==> config.mk <==
export PLATFORM = sky130hd
export DESIGN_NAME = alu_exec_unit_flat
export DESIGN_NICKNAME = d
export VERILOG_FILES = /design/src/rtl/alu_exec_unit_pkg.sv /design/src/rtl/alu_exec_unit_if.sv /design/src/rtl/alu_exec_unit_decode.sv /design/src/rtl/alu_exec_unit.sv /design/src/flat_wrapper.sv
export SDC_FILE = /design/constraint.sdc
export NUM_CORES = 1
export LEC_CHECK = 0
export CORE_AREA = 2 2 286 288
export CTS_CLUSTER_DIAMETER = 150
export DETAILED_ROUTE_END_ITERATION = 10
export DIE_AREA = 0 0 288 290
export DONT_BUFFER_PORTS = 1
export PLACE_DENSITY = 0.53
export SKIP_LAST_GASP = 1
export SLEW_MARGIN = 40
export SYNTH_ARGS = -nofsm -noshare
export SYNTH_HDL_FRONTEND = slang
export SYNTH_SLANG_ARGS = --single-unit
export TNS_END_PERCENT = 20
==> constraint.sdc <==
create_clock -name clk -period 7.02 [get_ports clk]
set_input_delay 0.351 -clock clk [delete_from_list [all_inputs] [get_ports clk]]
set_output_delay 0.351 -clock clk [all_outputs]
set_load 0.005 [all_outputs]
==> src/rtl/alu_exec_unit_pkg.sv <==
// alu_exec_unit_pkg: op codes, ALUOp/funct7 encodings and decode lookup helpers
package alu_exec_unit_pkg;

    localparam int OPC_W = 5;

    typedef enum logic [OPC_W-1:0] {
        OP_ADD, OP_SUB, OP_SLL, OP_SLT, OP_SLTU, OP_XOR, OP_SRL, OP_SRA, OP_OR, OP_AND,
        OP_MUL, OP_MULH, OP_MULHSU, OP_MULHU, OP_DIV, OP_DIVU, OP_REM, OP_REMU, OP_ILLEGAL
    } op_e;

    typedef enum logic [1:0] {ST_IDLE, ST_MUL, ST_DIV} state_e;

    localparam logic [1:0] ALUOP_ADD = 2'b00;
    localparam logic [1:0] ALUOP_SUB = 2'b01;
    localparam logic [1:0] ALUOP_R   = 2'b10;

    localparam logic [6:0] F7_BASE   = 7'b0000000;
    localparam logic [6:0] F7_ALT    = 7'b0100000;
    localparam logic [6:0] F7_MULDIV = 7'b0000001;

    function automatic op_e base_op(input logic [2:0] f3);
        case (f3)
            3'b000:  base_op = OP_ADD;
            3'b001:  base_op = OP_SLL;
            3'b010:  base_op = OP_SLT;
            3'b011:  base_op = OP_SLTU;
            3'b100:  base_op = OP_XOR;
            3'b101:  base_op = OP_SRL;
            3'b110:  base_op = OP_OR;
            default: base_op = OP_AND;
        endcase
    endfunction

    function automatic op_e m_op(input logic [2:0] f3);
        case (f3)
            3'b000:  m_op = OP_MUL;
            3'b001:  m_op = OP_MULH;
            3'b010:  m_op = OP_MULHSU;
            3'b011:  m_op = OP_MULHU;
            3'b100:  m_op = OP_DIV;
            3'b101:  m_op = OP_DIVU;
            3'b110:  m_op = OP_REM;
            default: m_op = OP_REMU;
        endcase
    endfunction

endpackage

==> src/rtl/alu_exec_unit_if.sv <==
// alu_exec_unit_if: ID/EX-side operand handshake and EX/MEM-side result handshake
interface alu_exec_unit_if #(parameter int XLEN = 32);
    logic            flush;
    logic            in_valid;
    logic            in_ready;
    logic [1:0]      alu_op;
    logic [2:0]      funct3;
    logic [6:0]      funct7;
    logic [XLEN-1:0] op_a;
    logic [XLEN-1:0] op_b;
    logic            out_valid;
    logic            out_ready;
    logic [XLEN-1:0] result;
    logic            illegal;
    logic            busy;

    modport master (
        output flush, in_valid, alu_op, funct3, funct7, op_a, op_b, out_ready,
        input  in_ready, out_valid, result, illegal, busy
    );

    modport slave (
        input  flush, in_valid, alu_op, funct3, funct7, op_a, op_b, out_ready,
        output in_ready, out_valid, result, illegal, busy
    );
endinterface

==> src/rtl/alu_exec_unit_decode.sv <==
// alu_exec_unit_decode: maps ALUOp/funct3/funct7 onto an internal op code
module alu_exec_unit_decode import alu_exec_unit_pkg::*; #(
    parameter bit EN_M = 1'b1
) (
    input  logic [1:0] alu_op_i,
    input  logic [2:0] funct3_i,
    input  logic [6:0] funct7_i,
    output op_e        op_o,
    output logic       illegal_o
);

    // I-type ignores funct7 except for shifts, where it selects logical/arithmetic
    always_comb begin
        op_o = OP_ILLEGAL;
        if (alu_op_i == ALUOP_ADD) op_o = OP_ADD;
        else if (alu_op_i == ALUOP_SUB) op_o = OP_SUB;
        else if (alu_op_i == ALUOP_R) begin
            if (funct7_i == F7_BASE) op_o = base_op(funct3_i);
            else if (funct7_i == F7_ALT && funct3_i == 3'b000) op_o = OP_SUB;
            else if (funct7_i == F7_ALT && funct3_i == 3'b101) op_o = OP_SRA;
            else if (funct7_i == F7_MULDIV && EN_M) op_o = m_op(funct3_i);
        end else if (funct3_i == 3'b001) begin
            if (funct7_i == F7_BASE) op_o = OP_SLL;
        end else if (funct3_i == 3'b101) begin
            if (funct7_i == F7_BASE) op_o = OP_SRL;
            else if (funct7_i == F7_ALT) op_o = OP_SRA;
        end else op_o = base_op(funct3_i);
    end

    assign illegal_o = op_o == OP_ILLEGAL;

endmodule

==> src/rtl/alu_exec_unit.sv <==
// alu_exec_unit: RV32I ALU with iterative shift-add multiply and restoring divide
module alu_exec_unit import alu_exec_unit_pkg::*; #(
    parameter int XLEN  = 32,
    parameter bit EN_M  = 1'b1,
    parameter int CTL_W = OPC_W
) (
    input logic           clk,
    input logic           rst,
    alu_exec_unit_if.slave bus_io
);

    localparam int SW = $clog2(XLEN);
    localparam logic [XLEN-1:0] MIN_NEG = {1'b1, {(XLEN-1){1'b0}}};

    op_e               dec_op;
    logic              dec_ill;
    state_e            state_q, state_d;
    logic [SW-1:0]     cnt_q, cnt_d;
    logic [2*XLEN-1:0] acc_q, acc_d;
    logic [XLEN-1:0]   mc_q, mc_d;
    logic              neg_q, neg_d, rneg_q, rneg_d;
    logic [CTL_W-1:0]  op_q, op_d;
    logic [XLEN-1:0]   result_q, result_d;
    logic              illegal_q, illegal_d, valid_q, valid_d;

    logic [XLEN-1:0]   a, b, mag_a, mag_b, alu_res, quo, rem, fin;
    logic [SW-1:0]     sh;
    logic              in_ready, accept, is_mul, is_div, sgn_a, sgn_b;
    logic              div_zero, div_ovf, div_fast, div_quo, lo_sel;
    logic [XLEN:0]     mul_sum, div_sh, div_diff;
    logic [2*XLEN-1:0] mul_iter, div_iter, iter, prod;

    alu_exec_unit_decode #(.EN_M(EN_M)) u_decode (
        .alu_op_i  (bus_io.alu_op),
        .funct3_i  (bus_io.funct3),
        .funct7_i  (bus_io.funct7),
        .op_o      (dec_op),
        .illegal_o (dec_ill)
    );

    assign a        = bus_io.op_a;
    assign b        = bus_io.op_b;
    assign sh       = b[SW-1:0];
    assign in_ready = state_q == ST_IDLE && (!valid_q || bus_io.out_ready) && !bus_io.flush;
    assign accept   = bus_io.in_valid && in_ready;

    assign is_mul   = dec_op inside {OP_MUL, OP_MULH, OP_MULHSU, OP_MULHU};
    assign is_div   = dec_op inside {OP_DIV, OP_DIVU, OP_REM, OP_REMU};
    assign sgn_a    = a[XLEN-1] && dec_op inside {OP_MUL, OP_MULH, OP_MULHSU, OP_DIV, OP_REM};
    assign sgn_b    = b[XLEN-1] && dec_op inside {OP_MUL, OP_MULH, OP_DIV, OP_REM};
    assign mag_a    = sgn_a ? -a : a;
    assign mag_b    = sgn_b ? -b : b;
    assign div_zero = b == '0;
    assign div_ovf  = dec_op inside {OP_DIV, OP_REM} && a == MIN_NEG && b == '1;
    assign div_fast = is_div && (div_zero || div_ovf);
    assign div_quo  = dec_op inside {OP_DIV, OP_DIVU};

    // single-cycle results; divide-by-zero and signed overflow resolve here without iterating
    always_comb begin
        alu_res = '0;
        case (dec_op)
            OP_ADD:  alu_res = a + b;
            OP_SUB:  alu_res = a - b;
            OP_SLL:  alu_res = a << sh;
            OP_SLT:  alu_res = XLEN'($signed(a) < $signed(b));
            OP_SLTU: alu_res = XLEN'(a < b);
            OP_XOR:  alu_res = a ^ b;
            OP_SRL:  alu_res = a >> sh;
            OP_SRA:  alu_res = $signed(a) >>> sh;
            OP_OR:   alu_res = a | b;
            OP_AND:  alu_res = a & b;
            default: alu_res = div_fast ? (div_quo ? (div_zero ? '1 : a) : (div_zero ? a : '0)) : '0;
        endcase
    end

    // acc_q holds {partial product, multiplier} for MUL and {remainder, dividend/quotient} for DIV
    assign mul_sum  = {1'b0, acc_q[2*XLEN-1:XLEN]} + (acc_q[0] ? {1'b0, mc_q} : '0);
    assign mul_iter = {mul_sum, acc_q[XLEN-1:1]};
    assign div_sh   = acc_q[2*XLEN-1:XLEN-1];
    assign div_diff = div_sh - {1'b0, mc_q};
    assign div_iter = div_diff[XLEN] ? {div_sh[XLEN-1:0], acc_q[XLEN-2:0], 1'b0}
                                     : {div_diff[XLEN-1:0], acc_q[XLEN-2:0], 1'b1};
    assign iter     = state_q == ST_DIV ? div_iter : mul_iter;

    // sign fix-up applied to the final iteration's value so the result loads on the counter==0 edge
    assign prod   = neg_q ? -iter : iter;
    assign quo    = iter[XLEN-1:0];
    assign rem    = iter[2*XLEN-1:XLEN];
    assign lo_sel = op_q == CTL_W'(OP_MUL) || op_q == CTL_W'(OP_DIV) || op_q == CTL_W'(OP_DIVU);
    assign fin    = state_q == ST_DIV ? (lo_sel ? (neg_q ? -quo : quo) : (rneg_q ? -rem : rem))
                                      : (lo_sel ? prod[XLEN-1:0] : prod[2*XLEN-1:XLEN]);

    // next-state: accept/launch in IDLE, one iteration per cycle in MUL/DIV, flush overrides all
    always_comb begin
        state_d   = state_q;
        cnt_d     = cnt_q;
        acc_d     = acc_q;
        mc_d      = mc_q;
        neg_d     = neg_q;
        rneg_d    = rneg_q;
        op_d      = op_q;
        result_d  = result_q;
        illegal_d = illegal_q;
        valid_d   = valid_q && !bus_io.out_ready;
        if (bus_io.flush) begin
            state_d = ST_IDLE;
            valid_d = 1'b0;
        end else if (state_q == ST_IDLE) begin
            if (accept && (is_mul || is_div) && !div_fast) begin
                state_d = is_mul ? ST_MUL : ST_DIV;
                cnt_d   = SW'(XLEN - 1);
                acc_d   = {{XLEN{1'b0}}, is_mul ? mag_b : mag_a};
                mc_d    = is_mul ? mag_a : mag_b;
                neg_d   = sgn_a ^ sgn_b;
                rneg_d  = sgn_a;
                op_d    = CTL_W'(dec_op);
            end else if (accept) begin
                result_d  = alu_res;
                illegal_d = dec_ill;
                valid_d   = 1'b1;
            end
        end else begin
            acc_d = iter;
            cnt_d = cnt_q - SW'(1);
            if (cnt_q == '0) begin
                state_d   = ST_IDLE;
                result_d  = fin;
                illegal_d = 1'b0;
                valid_d   = 1'b1;
            end
        end
    end

    // state and datapath registers; reset discards any partial product/remainder
    always_ff @(posedge clk or posedge rst) begin
        if (rst) begin
            state_q   <= ST_IDLE;
            cnt_q     <= '0;
            acc_q     <= '0;
            mc_q      <= '0;
            neg_q     <= 1'b0;
            rneg_q    <= 1'b0;
            op_q      <= '0;
            result_q  <= '0;
            illegal_q <= 1'b0;
            valid_q   <= 1'b0;
        end else begin
            state_q   <= state_d;
            cnt_q     <= cnt_d;
            acc_q     <= acc_d;
            mc_q      <= mc_d;
            neg_q     <= neg_d;
            rneg_q    <= rneg_d;
            op_q      <= op_d;
            result_q  <= result_d;
            illegal_q <= illegal_d;
            valid_q   <= valid_d;
        end
    end

    assign bus_io.in_ready  = in_ready;
    assign bus_io.out_valid = valid_q;
    assign bus_io.result    = result_q;
    assign bus_io.illegal   = illegal_q;
    assign bus_io.busy      = state_q != ST_IDLE;

endmodule

==> src/flat_wrapper.sv <==
// flat-port wrapper written by rule: the top's interface ports become plain ports
module alu_exec_unit_flat import alu_exec_unit_pkg::*;
#(
    parameter int XLEN  = 32,
    parameter bit EN_M  = 1'b1,
    parameter int CTL_W = OPC_W
)
  (clk, rst, bus_io_flush, bus_io_in_valid, bus_io_alu_op, bus_io_funct3, bus_io_funct7, bus_io_op_a, bus_io_op_b, bus_io_out_ready, bus_io_in_ready, bus_io_out_valid, bus_io_result, bus_io_illegal, bus_io_busy);
  alu_exec_unit_if #(.XLEN(XLEN)) bus_io_i ();
  input logic clk;
  input logic rst;
  input wire logic [$bits(bus_io_i.flush)-1:0] bus_io_flush;
  input wire logic [$bits(bus_io_i.in_valid)-1:0] bus_io_in_valid;
  input wire logic [$bits(bus_io_i.alu_op)-1:0] bus_io_alu_op;
  input wire logic [$bits(bus_io_i.funct3)-1:0] bus_io_funct3;
  input wire logic [$bits(bus_io_i.funct7)-1:0] bus_io_funct7;
  input wire logic [$bits(bus_io_i.op_a)-1:0] bus_io_op_a;
  input wire logic [$bits(bus_io_i.op_b)-1:0] bus_io_op_b;
  input wire logic [$bits(bus_io_i.out_ready)-1:0] bus_io_out_ready;
  output wire logic [$bits(bus_io_i.in_ready)-1:0] bus_io_in_ready;
  output wire logic [$bits(bus_io_i.out_valid)-1:0] bus_io_out_valid;
  output wire logic [$bits(bus_io_i.result)-1:0] bus_io_result;
  output wire logic [$bits(bus_io_i.illegal)-1:0] bus_io_illegal;
  output wire logic [$bits(bus_io_i.busy)-1:0] bus_io_busy;
  assign bus_io_i.flush = bus_io_flush;
  assign bus_io_i.in_valid = bus_io_in_valid;
  assign bus_io_i.alu_op = bus_io_alu_op;
  assign bus_io_i.funct3 = bus_io_funct3;
  assign bus_io_i.funct7 = bus_io_funct7;
  assign bus_io_i.op_a = bus_io_op_a;
  assign bus_io_i.op_b = bus_io_op_b;
  assign bus_io_i.out_ready = bus_io_out_ready;
  assign bus_io_in_ready = bus_io_i.in_ready;
  assign bus_io_out_valid = bus_io_i.out_valid;
  assign bus_io_result = bus_io_i.result;
  assign bus_io_illegal = bus_io_i.illegal;
  assign bus_io_busy = bus_io_i.busy;
  alu_exec_unit #(.XLEN(XLEN), .EN_M(EN_M), .CTL_W(CTL_W)) u_core (.clk(clk), .rst(rst), .bus_io(bus_io_i));
endmodule
==> results of run 1 <==
==> path summary, 6_finish.rpt <==
check / start / endpoint / slack (ns) / cells after the start
setup / recovery: u_core.acc_q[43]$_DFFE_PP0P_ / u_core.bus_io.result[4]$_DFFE_PP0P_ / 1.26 / 19
hold / removal: bus_io_flush / u_core.acc_q[10]$_DFFE_PP0P_ / 0.02 / 1
setup reg to reg: u_core.acc_q[43]$_DFFE_PP0P_ / u_core.bus_io.result[4]$_DFFE_PP0P_ / 1.26 / 19
hold reg to reg: u_core.op_q[2]$_DFFE_PP0P_ / u_core.op_q[2]$_DFFE_PP0P_ / 0.48 / 2
max in group asynchronous: rst / u_core.mc_q[26]$_DFFE_PP0P_ / 5.32 / 3
min in group asynchronous: rst / u_core.cnt_q[3]$_DFFE_PP0P_ / 0.48 / 2
==> where the power goes <==
part           internal [mW]  total [mW]  switching (mW)
sequential              1.05        1.35           0.295
combinational           1.24        3.54            2.30
clock                  0.524       0.937           0.414
==> critical path: stages (launching register included) <==
cell	delay (ns)
dfrtp_1	0.42
ha_1	0.45
nand3_2	0.18
a2111oi_2	0.55
and2_0	0.23
o2111ai_1	0.21
o211ai_4	0.14
nor2_1	0.18
a21oi_1	0.37
ha_1	0.32
nand4_1	0.27
or2_0	0.43
or3_1	0.61
nand2_1	0.38
nand2_1	0.09
o21ai_0	0.19
xor2_1	0.20
a21oi_1	0.10
o22ai_1	0.20
o21ai_0	0.10
==> registers in the layout, summed over array words and instances (netlist names) <==
| name | count |
|---|---|
| u_core.bus_io.out_valid | 1 |
| u_core.state_q | 2 |
| u_core.neg_q | 1 |
| u_core.bus_io.result | 32 |
| u_core.mc_q | 32 |
| u_core.bus_io.illegal | 1 |
| u_core.rneg_q | 1 |
| u_core.cnt_q | 5 |
| u_core.op_q | 5 |
| u_core.acc_q | 64 |
==> layout make-up <==
type | count | area (um2)
clock buffers | 19 | 433
well taps | 1060 | 1330
repair buffers | 71 | 536
fillers | 8987 | 54600
clock inverters | 12 | 136
inverters | 158 | 601
multi-input cells | 2951 | 18900
flip-flops and latches | 144 | 3600
==> cell usage in the layout, fill, tap and decap left out, drive strengths merged, types with 68 or more instances in the layout <==
cell	instances
a21oi	351
buf	69
dfrtp	144
ha	168
inv	159
mux2i	129
nand2	380
nand3	68
nor2	435
nor3	75
o21ai	335
xnor2	132
==> cells by family (layout without fill, tap and decap cells) <==
group,Yosys count,after routing,synth area share (%)
mux,147,147,6.75
flops,144,144,15.0
xor+xnor,185,185,6.76
buf+inv,408,260,6.61
compound gates,1217,1217,32.2
fa+ha+maj,172,172,9.10
simple gates,1230,1230,23.5
==> per-layer routing <==
layer | track usage (%) | up-vias | wire, um
met2 | 42.1 | 1379 | 51300
met3 | 3.94 | 282 | 9790
met4 | 13.8 | 10 | 6880
met5 | 0 | - | 63
li1 | - | 12400 | -
met1 | 36.7 | 13000 | 49500
==> summary.txt, run 1 <==
Status
  – Status: finished, final reports clean

STA
  – Minimum clock period: 5.76 ns
  – Worst Tran Pin Value: 0.931 ns
  – Max-slew violations: 0
  – Clock Skew: 0.0101 ns
  – RSZ-0062 raised after global routing: no
  – Post-layout worst setup margin: 1.26 ns
  – Final hold vios: 0
  – Hold WS: 0.0175 ns
  – Setup violators final: 0
  – Rel. slew slack: 37.1%
  – Setup TNS: 0 ns
  – Final period utilization: 82.1%
  – F_max: 0.174 GHz

Die
  – Ports: 117
  – Core area: 80200 um2
  – Chip Width: 288 um
  – Die Y: 290 um
  – Std cell rows: 104
  – Die area: 83500 um2
  – Initial Utilization: 29.9%

Cells and area
  – Final Util: 31.8%
  – Finished layout cell area: 25500 um2
  – Layout area overhead: 6.49%
  – Layout cell share with drive strength beyond 1: 5.39%
  – Non-Filler Instances: 4415
  – Nets@finish: 3596
  – N_diodes: 0

Critical path
  – Crit path DAT: 6.09 ns
  – CP Launch Type: flop
  – Crit end category: flop
  – Crit path required time: 7.35 ns
  – Crit-path max FO: 10
  – Worst setup path class: reg -> reg

Global routing
  – Largest net degree at the start of global routing: 94
  – Antenna violations before repair: 8
  – Vias in the first global route: 25.0k
  – GRT overflow: 0
  – First-pass GRT wire length: 171000 um
  – GRT Util Overall: 27.2%

Clocking
  – Clk slew on worst S/H paths: 0.07 ns
  – CTS Buf Count: 17
  – Sink Count: 144
  – Post CTS Setup Buffer Count: 0
  – Post-cts hold buffer count: 2
  – Resized cells post-CTS: 0
  – CTS tree: done
  – Clock root buffer: clkbuf_16
  – Clock Latency Late Sink: 0.47 ns
  – CTS max path bufs: 2
  – Htree depth: 4

Logic synthesis
  – Number of synthesis warnings: 0
  – Synth async-reset ratio: 100%
  – Yosys reg bits: 144
  – Synth top area share: 15.0%
  – Post-synth EDFFs: 0
  – Syn_area_per_cell: 6.84 um2
  – Distinct cells, synth: 99
  – Synthesized netlist cell count: 3503
  – Register area share after synthesis: 15.0%
  – Commonest cells post-synth: nor2_1, nand2_1, a21oi_1
  – Syn nets: 3756
  – Most frequent cell after synthesis: nor2_1
  – Most used DFF post-synth: dfrtp_1
  – Area leader, netlist: dfrtp_1
  – Mapped Area: 24000 um2
  – Synth area leaders: dfrtp_1, ha_1, a21oi_1, nor2_1, o21ai_0

Place
  – Place WS: 1.34 ns
  – DP HPWL: 91600 um
  – Placed cell area: 24900 um2
  – Placed cells: 4382
  – Port bufs: 0
  – Global placer's final weighted congestion: 1.02

Routing
  – Initial DRC Count: 3464
  – DRT Pass-1 Iters: 6
  – DR WL/cell: 26.6 um
  – Routed Antenna Nets: 0
  – Vias per cell: 6.13
  – Routed vias: 27.1k
  – DRC Markers: 0
  – Post-Route WL: 118000 um

Flow run
  – Maxcap violations: 0

Power
  – Max IR drop VDD: 152 uV
  – Tot Pwr: 5.82 mW
  – PwrDens: 228 nW/um2
  – Leakage power: 10.5 nW

Worst hold path
  – HP Class: in -> reg
Note: power is estimated with default switching activity, not from simulation.
==> run 2, diff against run 1 <==
--- a/config.mk
+++ b/config.mk
@@ -5,12 +5,13 @@
 export SDC_FILE = /design/constraint.sdc
 export NUM_CORES = 1
 export LEC_CHECK = 0
-export CORE_AREA = 2 2 286 288
+export ABC_AREA = 1
+export CORE_AREA = 2 2 308 310
 export CTS_CLUSTER_DIAMETER = 150
 export DETAILED_ROUTE_END_ITERATION = 10
-export DIE_AREA = 0 0 288 290
+export DIE_AREA = 0 0 310 312
 export DONT_BUFFER_PORTS = 1
-export PLACE_DENSITY = 0.53
+export PLACE_DENSITY = 0.55
 export SKIP_LAST_GASP = 1
 export SLEW_MARGIN = 40
 export SYNTH_ARGS = -nofsm -noshare
==> constraint.sdc (replaced) <==
create_clock -name clk -period 4.9 [get_ports clk]
set_input_delay 0.245 -clock clk [delete_from_list [all_inputs] [get_ports clk]]
set_output_delay 0.245 -clock clk [all_outputs]
set_load 0.005 [all_outputs]
==> summary.txt, run 2 <==
Status
  – Status: finished, final reports clean

Clocking
  – CTS tree: done
  – Clock root buffer: clkbuf_16
  – CTS max path bufs: 2
  – Clock Latency Late Sink: 0.48 ns
  – Sink Count: 144
  – Htree depth: 4
  – CTS Buf Count: 17
  – Clk slew on worst S/H paths: 0.08 ns

STA
  – Final period utilization: 92.5%
  – Clock Skew: 0.0193 ns
  – Post-layout worst setup margin: 0.368 ns
  – Minimum clock period: 4.53 ns
  – Hold WS: 0.0323 ns
  – RSZ-0062 raised after global routing: yes
  – Final hold vios: 0
  – Setup TNS: 0 ns
  – Max-slew violations: 0
  – Rel. slew slack: 39.1%
  – Setup violators final: 0
  – Worst Tran Pin Value: 0.913 ns
  – F_max: 0.221 GHz

Critical path
  – Critical path buffer and inverter count: 4
  – Crit-path leading delay family: simple AND/OR/NAND/NOR gates
  – Crit end category: flop
  – Reg2reg end: u_core.bus_io.result[27]$_DFFE_PP0P_
  – Crit-path max FO: 18
  – Crit path DAT: 4.94 ns
  – Crit path largest cell delay: 0.38 ns
  – Critical R2R Launch: u_core.acc_q[0]$_DFFE_PP0P_
  – Crit. path cell count: 25
  – Reg2Reg Setup Slack: 0.37 ns
  – Crit path required time: 5.30 ns
  – Crit path from: u_core.acc_q[0]$_DFFE_PP0P_
  – Worst setup path class: reg -> reg
  – CP Launch Type: flop
  – Register-to-Register Path Depth: 25
  – Slowest cell on the critical path: nand3b_1
  – Most used cell along the critical path: nand2_1

Logic synthesis
  – Synth Area in Adders: 7.94%
  – Synth area leaders: nand2_1, dfrtp_1, o21ai_0, inv_1, nor2_1
  – Synth async-reset ratio: 100%
  – Mapped Area: 27700 um2
  – Synth top area share: 19.4%
  – Complex-gate fraction of the synthesized area: 22.4%
  – Number of synthesis warnings: 0
  – Syn nets: 5301
  – Mux share of post-synthesis cell area: 0.217%
  – Distinct cells, synth: 78
  – Simple-gate area share of the yosys netlist: 41.3%
  – Area leader, netlist: nand2_1
  – Register area share after synthesis: 13.0%
  – Most used DFF post-synth: dfrtp_1
  – Commonest cells post-synth: nand2_1, inv_1, nor2_1
  – Synthesized netlist cell count: 5048
  – Yosys reg bits: 144
  – Syn_area_per_cell: 5.49 um2
  – Main combinational cell family by area after synthesis: simple AND/OR/NAND/NOR gates
  – XOR/XNOR Fraction of Synth Area: 3.00%
  – Post-synth EDFFs: 0
  – Most frequent cell after synthesis: nand2_1

Die
  – Initial Utilization: 29.8%
  – Die Y: 312 um
  – Ports: 117
  – Chip Width: 310 um
  – Std cell rows: 112
  – Die area: 96700 um2
  – Core area: 93000 um2

Routing
  – Vias per cell: 5.61
  – Post-Route WL: 172000 um
  – DR WL/cell: 27.3 um
  – DRC Markers: 0
  – Initial DRC Count: 4222
  – Routed vias: 35.3k
  – DRT Pass-1 Iters: 8
  – Routed Antenna Nets: 0

Cells and area
  – Multi-input logic area: 20800 um2
  – Commonest cells after routing, fill and taps aside: nand2_1, inv_1, nor2_1
  – Most common cell after layout, fill and taps aside: nand2_1
  – Fillers: 10.8k
  – Layout cell share with drive strength beyond 1: 7.58%
  – Max reg flops: 64
  – Layout area overhead: 9.07%
  – Nets@finish: 5268
  – Biggest register: u_core.acc_q
  – Sequential standard cell area: 3600 um2

Global routing
  – First-pass GRT wire length: 243000 um
  – GRT overflow: 0
  – Largest net degree at the start of global routing: 78
  – Antenna violations before repair: 6
  – Vias in the first global route: 33.7k
  – GRT Util Overall: 34.8%

Power
  – PwrDens: 616 nW/um2
  – Leakage power: 14.9 nW
  – Max IR drop VDD: 303 uV

Worst hold path
  – Hold path endpoint: u_core.acc_q[19]$_DFFE_PP0P_
  – HP Class: in -> reg
  – Startpoint of the worst hold path: bus_io_op_a[19]
  – Hold path depth: 3

Place
  – Place WS: 0.311 ns
  – Port bufs: 0
  – Global placer's final weighted congestion: 1.12
  – DP HPWL: 140000 um

Flow run
  – Maxcap violations: 0
==> run 2: cell type report <==
| class | count | area share, % |
|---|---|---|
| Sequential cell | 144 | 11.9 |
| Inverter | 638 | 7.98 |
| Tap cell | 1254 | 5.19 |
| Clock buffer | 17 | 1.41 |
| Timing Repair Buffer | 159 | 4.02 |
| Clock inverter | 15 | 0.625 |
| Antenna cell | 3 | 0.0248 |
| Multi-Input combinational cell | 4055 | 68.8 |
==> run 2: power breakdown <==
group	switching, mW	internal (mW)
Clock	0.725	0.697
Combinational	10.6	4.27
Sequential	0.572	1.75
Total	11.9	6.71
==> run 2: layer usage <==
metal | wire length [um] | share of wire (%) | global-route usage [%]
met2 | 76500 | 45 | 55.7
met1 | 65200 | 38 | 41.2
met5 | 27 | 0.016 | 0
met3 | 13300 | 7.7 | 5.74
met4 | 16600 | 9.7 | 27.5
==> run 2: worst reg2reg max path, cell delays in order (launching register included) <==
cell	delay, ns
dfrtp_1	0.35
buf_4	0.27
buf_4	0.32
nand2_1	0.09
inv_1	0.11
ha_1	0.29
a21oi_1	0.25
nor2_1	0.06
nor2_1	0.23
o21bai_1	0.27
nand3b_1	0.38
nor2_1	0.15
nor2_1	0.08
inv_1	0.05
nand2_1	0.20
nor2_1	0.21
nand2_1	0.10
nor2_1	0.12
nand3_1	0.12
nand2_1	0.10
nand3_1	0.07
nand2_1	0.08
nand2_1	0.05
nand3_1	0.24
nand2_1	0.09
a21boi_1	0.16
==> run 2: what timing repair did <==
action / 4_1_cts / 5_1_grt
endpoints found under the setup margin: 0 / 14
hold endpoints to repair: 78 / 0
buffers inserted: 0 / 2
hold buffers: 4 / 0
resized for setup: 0 / 6
==> run 2: how the worst max path moves through the flow <==
stage | slack, ns | endpoint
after floorplan | 0.79 | u_core.acc_q[0]$_DFFE_PP0P_
after global placement | 0.37 | u_core.bus_io.result[12]$_DFFE_PP0P_
after detailed placement | 0.31 | u_core.bus_io.result[12]$_DFFE_PP0P_
after CTS | 0.31 | u_core.bus_io.result[12]$_DFFE_PP0P_
after global routing | -0.02 | u_core.bus_io.result[2]$_DFFE_PP0P_
final | 0.37 | u_core.bus_io.result[27]$_DFFE_PP0P_
==> run 2: kinds of logic after synthesis <==
logic type / count (synthesis)
AND/OR/NAND/NOR: 2664
AO/OA/AOI/OAI: 1116
buffers and inverters: 849
adder cells (fa/ha/maj): 174
flip-flops: 144
XOR/XNOR: 95
multiplexers: 6
==> run 2: per-stage QoR <==
stage          instances  power [mW]  util (%)  instance area (um2)
6_report            6285        18.6      32.5                30200
5_1_grt             6282        19.9      32.5                30200
4_1_cts             6279        18.3      32.4                30200
3_5_place_dp        6243        16.8      31.7                29500
3_3_place_gp        6243        16.9      31.7                29500
2_1_floorplan       5048        11.3         -                27700
